[config.mk]
export PLATFORM = sky130hd
export DESIGN_NAME = fetch_stage
export DESIGN_NICKNAME = d
export VERILOG_FILES = /design/src/rtl/fetch_stage.sv
export SDC_FILE = /design/constraint.sdc
export NUM_CORES = 1
export LEC_CHECK = 0
export BUFFER_PORTS_ARGS = -buffer_cell sky130_fd_sc_hd__buf_4
export CAP_MARGIN = 10
export CORE_ASPECT_RATIO = 1.4
export CORE_MARGIN = 2
export CORE_UTILIZATION = 50
export CTS_CLUSTER_SIZE = 30
export DETAILED_ROUTE_END_ITERATION = 8
export PLACE_DENSITY = 0.81
export SYNTH_ARGS = -nofsm -noshare
export SYNTH_HDL_FRONTEND = slang
export SYNTH_SLANG_ARGS = --single-unit
[constraint.sdc]
create_clock -name clk -period 13 [get_ports clk]
set_clock_uncertainty 0.2 [all_clocks]
set_input_delay 2.6 -clock clk [delete_from_list [all_inputs] [get_ports clk]]
set_output_delay 2.6 -clock clk [all_outputs]
set_load 0.02 [all_outputs]
[src/rtl/fetch_stage.sv]
// Instruction-fetch stage with PC register, synchronous imem read port and IF/ID register.
// Holds the fetched word locally while Decode is stalled so instr_D stays stable.
module fetch_stage #(
  parameter logic [31:0] RESET_PC = 32'h0000_0000,
  parameter logic [31:0] NOP      = 32'h0000_0013
) (
  input  logic        clk,
  input  logic        reset,
  input  logic        stall_F,
  input  logic        stall_D,
  input  logic        flush_D,
  input  logic        redirect_en,
  input  logic [31:0] redirect_pc,
  output logic        imem_en,
  output logic [31:0] imem_addr,
  input  logic [31:0] imem_rdata,
  output logic [31:0] instr_D,
  output logic [31:0] pc_D,
  output logic [31:0] pc4_D,
  output logic        valid_D,
  output logic        misalign_D
);

  logic        go;

  logic [31:0] pc_f_q,       pc_f_d;
  logic [31:0] pc_d_q,       pc_d_d;
  logic        valid_q,      valid_d;
  logic        misalign_q,   misalign_d;
  logic        hold_vld_q,   hold_vld_d;
  logic [31:0] hold_instr_q, hold_instr_d;

  assign go        = ~stall_F & ~stall_D;
  assign imem_en   = go & ~redirect_en & ~reset;
  assign imem_addr = {pc_f_q[31:2], 2'b00};

  // Redirect overrides any stall; otherwise advance only when both stages move.
  always_comb begin
    pc_f_d = pc_f_q;
    if (redirect_en) begin
      pc_f_d = redirect_pc;
    end else if (go) begin
      pc_f_d = pc_f_q + 32'd4;
    end
  end

  always_ff @(posedge clk) begin
    if (reset) begin
      pc_f_q <= RESET_PC;
    end else begin
      pc_f_q <= pc_f_d;
    end
  end

  // Memory data is only valid one cycle after the read, so on the first stalled
  // edge it is captured into the hold buffer and served from there afterwards.
  always_comb begin
    pc_d_d       = pc_d_q;
    valid_d      = valid_q;
    misalign_d   = misalign_q;
    hold_vld_d   = hold_vld_q;
    hold_instr_d = hold_instr_q;
    if (flush_D | redirect_en) begin
      valid_d    = 1'b0;
      misalign_d = 1'b0;
      hold_vld_d = 1'b0;
    end else if (~stall_D) begin
      pc_d_d     = pc_f_q;
      valid_d    = imem_en;
      misalign_d = imem_en & (|pc_f_q[1:0]);
      hold_vld_d = 1'b0;
    end else if (valid_q & ~hold_vld_q) begin
      hold_instr_d = imem_rdata;
      hold_vld_d   = 1'b1;
    end
  end

  always_ff @(posedge clk) begin
    if (reset) begin
      pc_d_q     <= '0;
      valid_q    <= 1'b0;
      misalign_q <= 1'b0;
      hold_vld_q <= 1'b0;
    end else begin
      pc_d_q     <= pc_d_d;
      valid_q    <= valid_d;
      misalign_q <= misalign_d;
      hold_vld_q <= hold_vld_d;
    end
  end

  always_ff @(posedge clk) begin
    hold_instr_q <= hold_instr_d;
  end

  always_comb begin
    if (~valid_q | misalign_q) begin
      instr_D = NOP;
    end else if (hold_vld_q) begin
      instr_D = hold_instr_q;
    end else begin
      instr_D = imem_rdata;
    end
  end

  assign pc_D       = pc_d_q;
  assign pc4_D      = pc_d_q + 32'd4;
  assign valid_D    = valid_q;
  assign misalign_D = misalign_q;

endmodule

# Yosys cells after proc, flatten, opt, wreduce, memory -nomap -nowiden
# Cells that the tools add are included.
# W data, S select, Z words.
dict set report classes {
  n_addsub 2
  n_reduce_logical 6
  n_eq_ne 0
  bitwise 14
  n_shift 0
  n_lt_le_gt_ge 0
  n_mux 4
  mul 0
  div_mod_pow 0
}
# cell count
set op_table {}
lappend op_table {{$mux W32} 4}
lappend op_table {{$add A32 B3 Y32 const B} 2}
lappend op_table {{$not A1 Y1} 7}
lappend op_table {{$and A1 B1 Y1} 5}
lappend op_table {{$reduce_or A2 Y1} 2}
lappend op_table {{$reduce_and A3 Y1} 1}
lappend op_table {{$reduce_or A3 Y1} 1}
lappend op_table {{$or A1 B1 Y1} 2}
lappend op_table {{$reduce_and A2 Y1} 1}
lappend op_table {{$reduce_bool A2 Y1} 1}
dict set report totals {
  latch_bits 0
  rom_bits 0
  ramBits 0
  mem_count 0
  register_bits 99
}

# Logic depth before layout (Yosys ltp)
# Gate-level depths: netlist of the first run.
dict set report depth {
  word_depth 5
  mapped_depth 6
  depth_no_buf 5
}

# Worst setup path before layout of the first run
# No wires, ideal clock.
dict set report synth_timing {
  path_type {in2reg}
  start {input redirect_en}
  end {register hold_instr_q[0], enable pin}
  arrival_ns 6.329
  t_required_ns 12.299
  path_stages 4
  slack_ns 5.970
  path_buffers 3
  path_cell_list {clkbuf_1 -> clkbuf_1 -> buf_6 -> nor4_1}
}
dict set report synth_between {
  elab_chain_cells 3
}
# element line
set synth_lines {}
lappend synth_lines {{start, declared} 12} ;# input logic redirect_en,
lappend synth_lines {{$or A1 B1 Y1} 63} ;# if (flush_D | redirect_en) begin
lappend synth_lines {{$not A1 Y1 (no source line)} -}
lappend synth_lines {{$reduce_and A3 Y1 (no source line)} -}
lappend synth_lines {{end signal, assigned} 93} ;# hold_instr_q <= hold_instr_d;
lappend synth_lines {{end, declared} 31} ;# logic [31:0] hold_instr_q, hold_instr_d;
# Every way passes these cells.
# A chain may end at the register's enable or synchronous reset.

# Final worst setup path of the first run
dict set report layout_timing {
  start {input reset}
  end {output imem_en}
}
dict set report layout_between {
  elab_chain_cells 2
}
# element line
set layout_lines {}
lappend layout_lines {{start, declared} 8} ;# input logic reset,
lappend layout_lines {{$not A1 Y1} 34} ;# assign imem_en = go & ~redirect_en & ~reset;
lappend layout_lines {{$and A1 B1 Y1} 34}
lappend layout_lines {{end, declared} 14} ;# output logic imem_en,
# Every way passes these cells.

==> results of run 1 <==
## metrics by stage
step | hold slack, ns | worst slack (ns) | instance area [µm²]
after floorplan | 0.2407 | 5.970 | 5543
after global placement | 0.2711 | 6.681 | 6780
after detailed placement | 0.2660 | 6.639 | 6780
after CTS | 0.2821 | 6.634 | 7067
after global routing | 0.3244 | 6.546 | 7067
final | 0.2838 | 6.612 | 7067
## how the worst min path moves through the flow
stage | start | to | slack [ns] | depth (start not counted)
2_1_floorplan | pc_f_q[1]$_SDFFE_PP0P_ | pc_D[1]$_SDFFE_PP0P_ | 0.24 | 2
3_3_place_gp | pc_f_q[0]$_SDFFE_PP0P_ | pc_D[0]$_SDFFE_PP0P_ | 0.27 | 2
3_5_place_dp | pc_f_q[0]$_SDFFE_PP0P_ | pc_D[0]$_SDFFE_PP0P_ | 0.27 | 2
4_1_cts | pc_f_q[0]$_SDFFE_PP0P_ | pc_D[0]$_SDFFE_PP0P_ | 0.28 | 2
5_1_grt | pc_f_q[0]$_SDFFE_PP0P_ | pc_D[0]$_SDFFE_PP0P_ | 0.32 | 2
6_report | pc_f_q[0]$_SDFFE_PP0P_ | pc_D[0]$_SDFFE_PP0P_ | 0.28 | 2
## flip-flops by register name, indices dropped and copies added (netlist names)
name,cells
misalign_D,1
valid_D,1
pc_D,32
pc_f_q,32
hold_instr_q,32
hold_vld_q,1
## worst max-delay path: cells and delay by family
family                 cells  cell delay, ns
buffers and inverters      2            0.54
AND/OR/NAND/NOR            1            0.42
## cell type report
cell class / instances / share of cell area, %
multi-input cells: 440 / 39.02
repair buffers: 201 / 21.35
well taps: 141 / 2.496
inverters: 9 / 0.4780
clock buffers: 9 / 3.187
clock inverters: 7 / 0.8676
flip-flops and latches: 99 / 32.60
## cell families (layout without fill, tap and decap cells)
group	count (synthesis)	in the layout	share of synthesized area (%)
mux	31	31	5.602
buf+inv	78	226	8.922
flops	99	99	41.56
other cells	1	2	0.06770
xor+xnor	38	38	6.009
fa+ha+maj	2	2	0.4517
compound gates	87	87	10.21
simple gates	280	280	27.17
## layer usage
layer | track usage [%] | vias to the layer above | share of wire [%]
met4 | 12.20 | 0 | 3.3
met2 | 44.20 | 202 | 53
met1 | 28.85 | 2461 | 37
met5 | 0 | - | 0
met3 | 4.333 | 42 | 6.4
li1 | - | 2458 | -
## layout by cell type (no fill, tap or decap), types with 4 or more instances in the layout
| cell type | n |
|---|---|
| nor4b_1 | 6 |
| a211oi_1 | 10 |
| xnor2_1 | 23 |
| mux2i_1 | 31 |
| nand2_1 | 87 |
| dfxtp_1 | 66 |
| nor3b_1 | 5 |
| or4_1 | 4 |
| clkbuf_16 | 9 |
| nand4_1 | 22 |
| and4_1 | 8 |
| edfxtp_1 | 32 |
| a311oi_1 | 6 |
| and3_1 | 6 |
| xor2_1 | 15 |
| a21oi_1 | 36 |
| nor2b_1 | 4 |
| nor4_1 | 4 |
| a2111oi_0 | 6 |
| o21ai_0 | 14 |
| nand3_1 | 23 |
| buf_4 | 201 |
| nor2_1 | 68 |
| inv_1 | 9 |
| or3_1 | 7 |
## report_power, final
part / total (mW) / internal [mW] / switching, mW
Clock: 0.258 / 0.133 / 0.125
Combinational: 0.0879 / 0.0410 / 0.0469
Sequential: 0.346 / 0.328 / 0.0182
Total: 0.692 / 0.502 / 0.190
==> metrics.csv, run 1 <==
stage;metric;value;unit
status;outcome;completed;
critical_path;crit-path most repeated cell;buf_4;
routing;Routed WL per cell;17.07;µm
critical_path;Max FO, Critical Path;66;
cts;maximum clock path buffer count;2;
routing;total length of routed wires;15470;µm
sta;Max-slew headroom;23.20;%
logic_synthesis;Seq/Total Area, Yosys;41.56;%
min_path;Hold Crit Class;flip-flop to flip-flop;
power_and_ir_drop;total power;0.6919;mW
cells_and_area;antenna cells;0;
cts;clk root buf;clkbuf_16;
cells_and_area;final non-filler cell total;906;
die;I/O pin total;201;
routing;detailed-route via count;5163;
logic_synthesis;Synth cell types;59;
logic_synthesis;Synth top cells by count;nand2_1, nor2_1, dfxtp_1, a21oi_1, buf_4;
power_and_ir_drop;Static Leak;2.752;nW
cts;postcts setup bufs;0;
flow_run;max_cap viols;0;
die;CORE AREA;0.01081;mm²
logic_synthesis;synthesized flop and latch total;99;
cts;post-CTS sizing;0;
cells_and_area;Final #Nets;832;
cells_and_area;area grow syn2layout;27.58;%
logic_synthesis;top-area cell type share of the netlist area;24.22;%
sta;max-slew violations;0;
cells_and_area;final core occ;65.37;%
logic_synthesis;mapped cell area;0.005539;mm²
cts;CTS Sinks;99;
logic_synthesis;synth warn;0;
cts;Num CTS Buffers;9;
cts;CTS H-Tree Depth;3;
routing;Remaining DRCs;0;
cells_and_area;area occupied by multi-input gates;0.002758;mm²
placed_design;PortBufs;198;
global_routing;first-pass GRT wire length;23740;µm
cts;Hold-fix buffers, CTS;0;
logic_synthesis;Post-synth ARST share;0;%
global_routing;initial antenna violation count;0;
sta;achievable frequency;156.6;MHz
cts;Clk Latency, worst-skew pair;0.35;ns
critical_path;RR Endpoint;pc_f_q[18]$_SDFFE_PP0N_;
critical_path;slowest CP cell;nor4_4;
die;Rows;45;
logic_synthesis;Synth area leader;dfxtp_1;
critical_path;Critical Path Start;reset;
placed_design;post-DP HPWL;11490;µm
cts;clock slew at reported path FFs;0.07;ns
cells_and_area;layout cells sized above 1;31.50;%
critical_path;critical path class;primary input to primary output;
logic_synthesis;Avg Cell Area, Syn;8.992;µm²
logic_synthesis;Synth Flop Type;dfxtp_1;
placed_design;GPL Wtd Cong;0.8666;
global_routing;number of global-route vias before repair;4733;
routing;drt pass-1 iters;5;
critical_path;R2R cell count;5;
cts;CTS tree;built;
placed_design;DP Cell Count;890;
power_and_ir_drop;peak supply drop;0.08211;mV
sta;final hold violations;0;
die;Die Span Y;128.5;µm
power_and_ir_drop;PwrDens;97.92;mW/mm²
sta;Final Critical Period;6.388;ns
critical_path;critical path cell sequence;buf_4, nor4_4, buf_4;
critical_path;max incr delay on CP;0.42;ns
logic_synthesis;top post-synthesis cells by area;dfxtp_1, edfxtp_1, nand2_1;
critical_path;flop2flop setup slack;10.65;ns
critical_path;worst path required time;10.20;ns
sta;unrepaired setup endpoints after global routing;no;
die;die area;0.01195;mm²
critical_path;Worst Path Arrival;3.59;ns
logic_synthesis;Post-synth EDFFs;32;
sta;Slew @ Worst Pin;1.152;ns
routing;post-route ant nets;0;
critical_path;Worst R2R Start;pc_f_q[2]$_SDFFE_PP0N_;
global_routing;GRT Util Overall;24.91;%
routing;First DRT Iteration DRCs;381;
sta;setup TNS;0;ns
logic_synthesis;most frequent cell after synthesis;nand2_1;
cells_and_area;register area;0.002303;mm²
global_routing;gr ovfl total;0;
critical_path;worst setup path end;imem_en;
sta;setup violators final;0;
die;Die Width;92.96;µm
cells_and_area;Filler Cells Inserted;892;
logic_synthesis;Syn Inst Count;616;
die;initial core utilization;51.24;%
global_routing;largest net degree at the start of global routing;67;
sta;Period Utilization, post-route;49.14;%
critical_path;CP startpoint kind;primary input;
critical_path;critical path capture point type;primary output;
routing;Vias/cell;5.699;
Power figures use the tool's default switching activity.
==> run 2, diff against run 1 <==
CORE_UTILIZATION = 45   (was 50)
PLACE_DENSITY = 0.77   (was 0.81)
clock period = 5.7 ns   (was 13 ns; I/O delays follow)
==> run 2 against run 1 <==
Against the previous run:
- core utilization decreased by 6.3 points
- count of clock-buffer cells in the layout is 1 higher
- cell area decreased by 0.14%
- hold slack worse by 0.0076 ns
- sequential share of layout area barely moved
- die area up 11%
- clock power increased by 120%
- worst setup slack worse by 4.7 ns
- total power is 120% higher
- register-to-register slack got worse by 7.3 ns
- non-clock buffer count unchanged
- largest cell class unchanged
- largest power group unchanged
- highest routed layer unchanged
==> metrics.csv, run 2 (same netlist as run 1, synthesis figures left out) <==
stage;metric;value;unit;change
status;outcome;completed;;
cts;maximum clock path buffer count;2;;unchanged
sta;achievable frequency;266.9;MHz;
critical_path;Max FO, Critical Path;8;;-88%
cts;CTS H-Tree Depth;3;;unchanged
cts;Hold-fix buffers, CTS;0;;unchanged
cells_and_area;antenna cells;0;;unchanged
critical_path;critical path class;flip-flop to primary output;;
sta;unrepaired setup endpoints after global routing;no;;
routing;Routed WL per cell;17.25;µm;+1.0%
cts;Clk Latency, worst-skew pair;0.34;ns;about the same
power_and_ir_drop;Static Leak;2.740;nW;-0.44%
cts;CTS Sinks;99;;unchanged
sta;setup TNS;0;ns;unchanged
global_routing;number of global-route vias before repair;4839;;+2.2%
routing;post-route ant nets;0;;unchanged
critical_path;CP startpoint kind;flip-flop;;
flow_run;max_cap viols;0;;unchanged
die;Rows;47;;+4.4%
min_path;Hold Path Origin;pc_f_q[0]$_SDFFE_PP0P_;;
placed_design;DP Cell Count;896;;+0.67%
cts;clock slew at reported path FFs;0.07;ns;about the same
power_and_ir_drop;total power;1.551;mW;+120%
routing;total length of routed wires;15730;µm;+1.7%
routing;detailed-route via count;5148;;-0.29%
cells_and_area;final non-filler cell total;912;;+0.66%
cts;Num CTS Buffers;9;;unchanged
cells_and_area;fin area;0.007057;mm²;-0.14%
placed_design;PortBufs;198;;unchanged
sta;setup violators final;0;;unchanged
die;die area;0.01322;mm²;+11%
critical_path;worst path required time;4.36;ns;-5.84 ns
sta;fin worst setup slack;1.953;ns;-4.659 ns
cts;CTS tree;built;;
die;I/O pin total;201;;unchanged
routing;First DRT Iteration DRCs;255;;-33%
cells_and_area;most frequent cells in the layout;buf_4, nand2_1, nor2_1, dfxtp_1, a21oi_1;;
global_routing;GRT Util Overall;23.01;%;-1.9 points
cells_and_area;layout cells sized above 1;31.37;%;-0.13 points
power_and_ir_drop;PwrDens;219.7;mW/mm²;+120%
critical_path;Worst R2R Start;pc_f_q[2]$_SDFFE_PP0N_;;
die;Die Width;97.77;µm;+5.2%
global_routing;largest net degree at the start of global routing;67;;unchanged
sta;Final Critical Period;3.747;ns;
sta;final hold violations;0;;unchanged
cells_and_area;Final #Nets;832;;unchanged
cells_and_area;Filler Cells Inserted;1010;;+13%
sta;Max-slew headroom;24.97;%;+1.8 points
die;CORE AREA;0.01194;mm²;+10%
routing;Remaining DRCs;0;;unchanged
routing;Vias/cell;5.645;;-0.95%
die;Die Span Y;135.3;µm;+5.2%
critical_path;critical path capture point type;primary output;;
global_routing;gr ovfl total;0;;unchanged
cts;post-CTS sizing;0;;unchanged
placed_design;post-DP HPWL;11900;µm;+3.6%
sta;Period Utilization, post-route;65.73;%;
sta;max-slew violations;0;;unchanged
placed_design;Cell Area, Placed;0.006788;mm²;+0.11%
cts;postcts setup bufs;0;;unchanged
cells_and_area;area grow syn2layout;27.40;%;
critical_path;Worst Path Arrival;2.41;ns;-1.18 ns
placed_design;pre-CTS setup slack;2.256;ns;-4.383 ns
routing;drt pass-1 iters;5;;unchanged
die;initial core utilization;46.40;%;-4.8 points
global_routing;first-pass GRT wire length;24650;µm;+3.8%
cts;clk root buf;clkbuf_16;;
global_routing;initial antenna violation count;0;;unchanged
placed_design;GPL Wtd Cong;0.8971;;+3.5%
power_and_ir_drop;peak supply drop;0.1314;mV;+60%
sta;Slew @ Worst Pin;1.126;ns;-0.02654 ns
cells_and_area;commonest non-fill, non-tap cell in the layout;buf_4;;
min_path;Hold Crit Class;flip-flop to flip-flop;;
critical_path;Critical Path Start;pc_D[9]$_SDFFE_PP0P_;;
run 2: stage by stage:
step	hold WS [ns]	utilization, %
finish	0.2762	59.11
global route	0.3074	59.11
CTS	0.2788	59.11
detailed placement	0.2696	56.86
global placement	0.2672	56.86
floorplan	0.2407	-
run 2: layout make-up:
type,count,area [µm²],share of cell area [%]
Inverter,9,33.78,0.4787
Clock buffer,10,229.0,3.245
Multi-Input combinational cell,440,2758,39.08
Timing Repair Buffer,201,1509,21.38
Sequential cell,99,2303,32.64
Tap cell,147,183.9,2.606
Clock inverter,6,40.04,0.5674
run 2: worst paths after layout:
path                                           endpoint  slack (ns)  depth (start not counted)
worst min register to register     pc_D[0]$_SDFFE_PP0P_        0.28                          2
worst min-delay path               pc_D[0]$_SDFFE_PP0P_        0.28                          2
worst max register to register  pc_f_q[18]$_SDFFE_PP0N_        3.39                          5
worst max-delay path                          pc4_D[21]        1.95                          5
run 2: worst max-delay path: stages (launching register included):
cell,delay [ns]
dfxtp_1,0.47
nand4_1,0.24
nor4_1,0.74
nand3_1,0.21
xnor2_1,0.22
buf_4,0.17
run 2: routing by layer:
metal  part of all wire [%]  wire length, µm  global-route usage (%)  vias to the layer above
met5                      0                0                       0                        -
li1                       -                -                       -                     2460
met2                     51             8039                   40.84                      226
met3                    6.4             1012                   4.747                       48
met4                    4.0              625                   10.80                        0
met1                     38             6052                   26.47                     2414
run 2: where the power goes:
part / switching (mW) / internal, mW / total (mW)
logic: 0.108 / 0.0936 / 0.202
registers: 0.0407 / 0.748 / 0.789
clock network: 0.264 / 0.296 / 0.560
total: 0.413 / 1.14 / 1.55
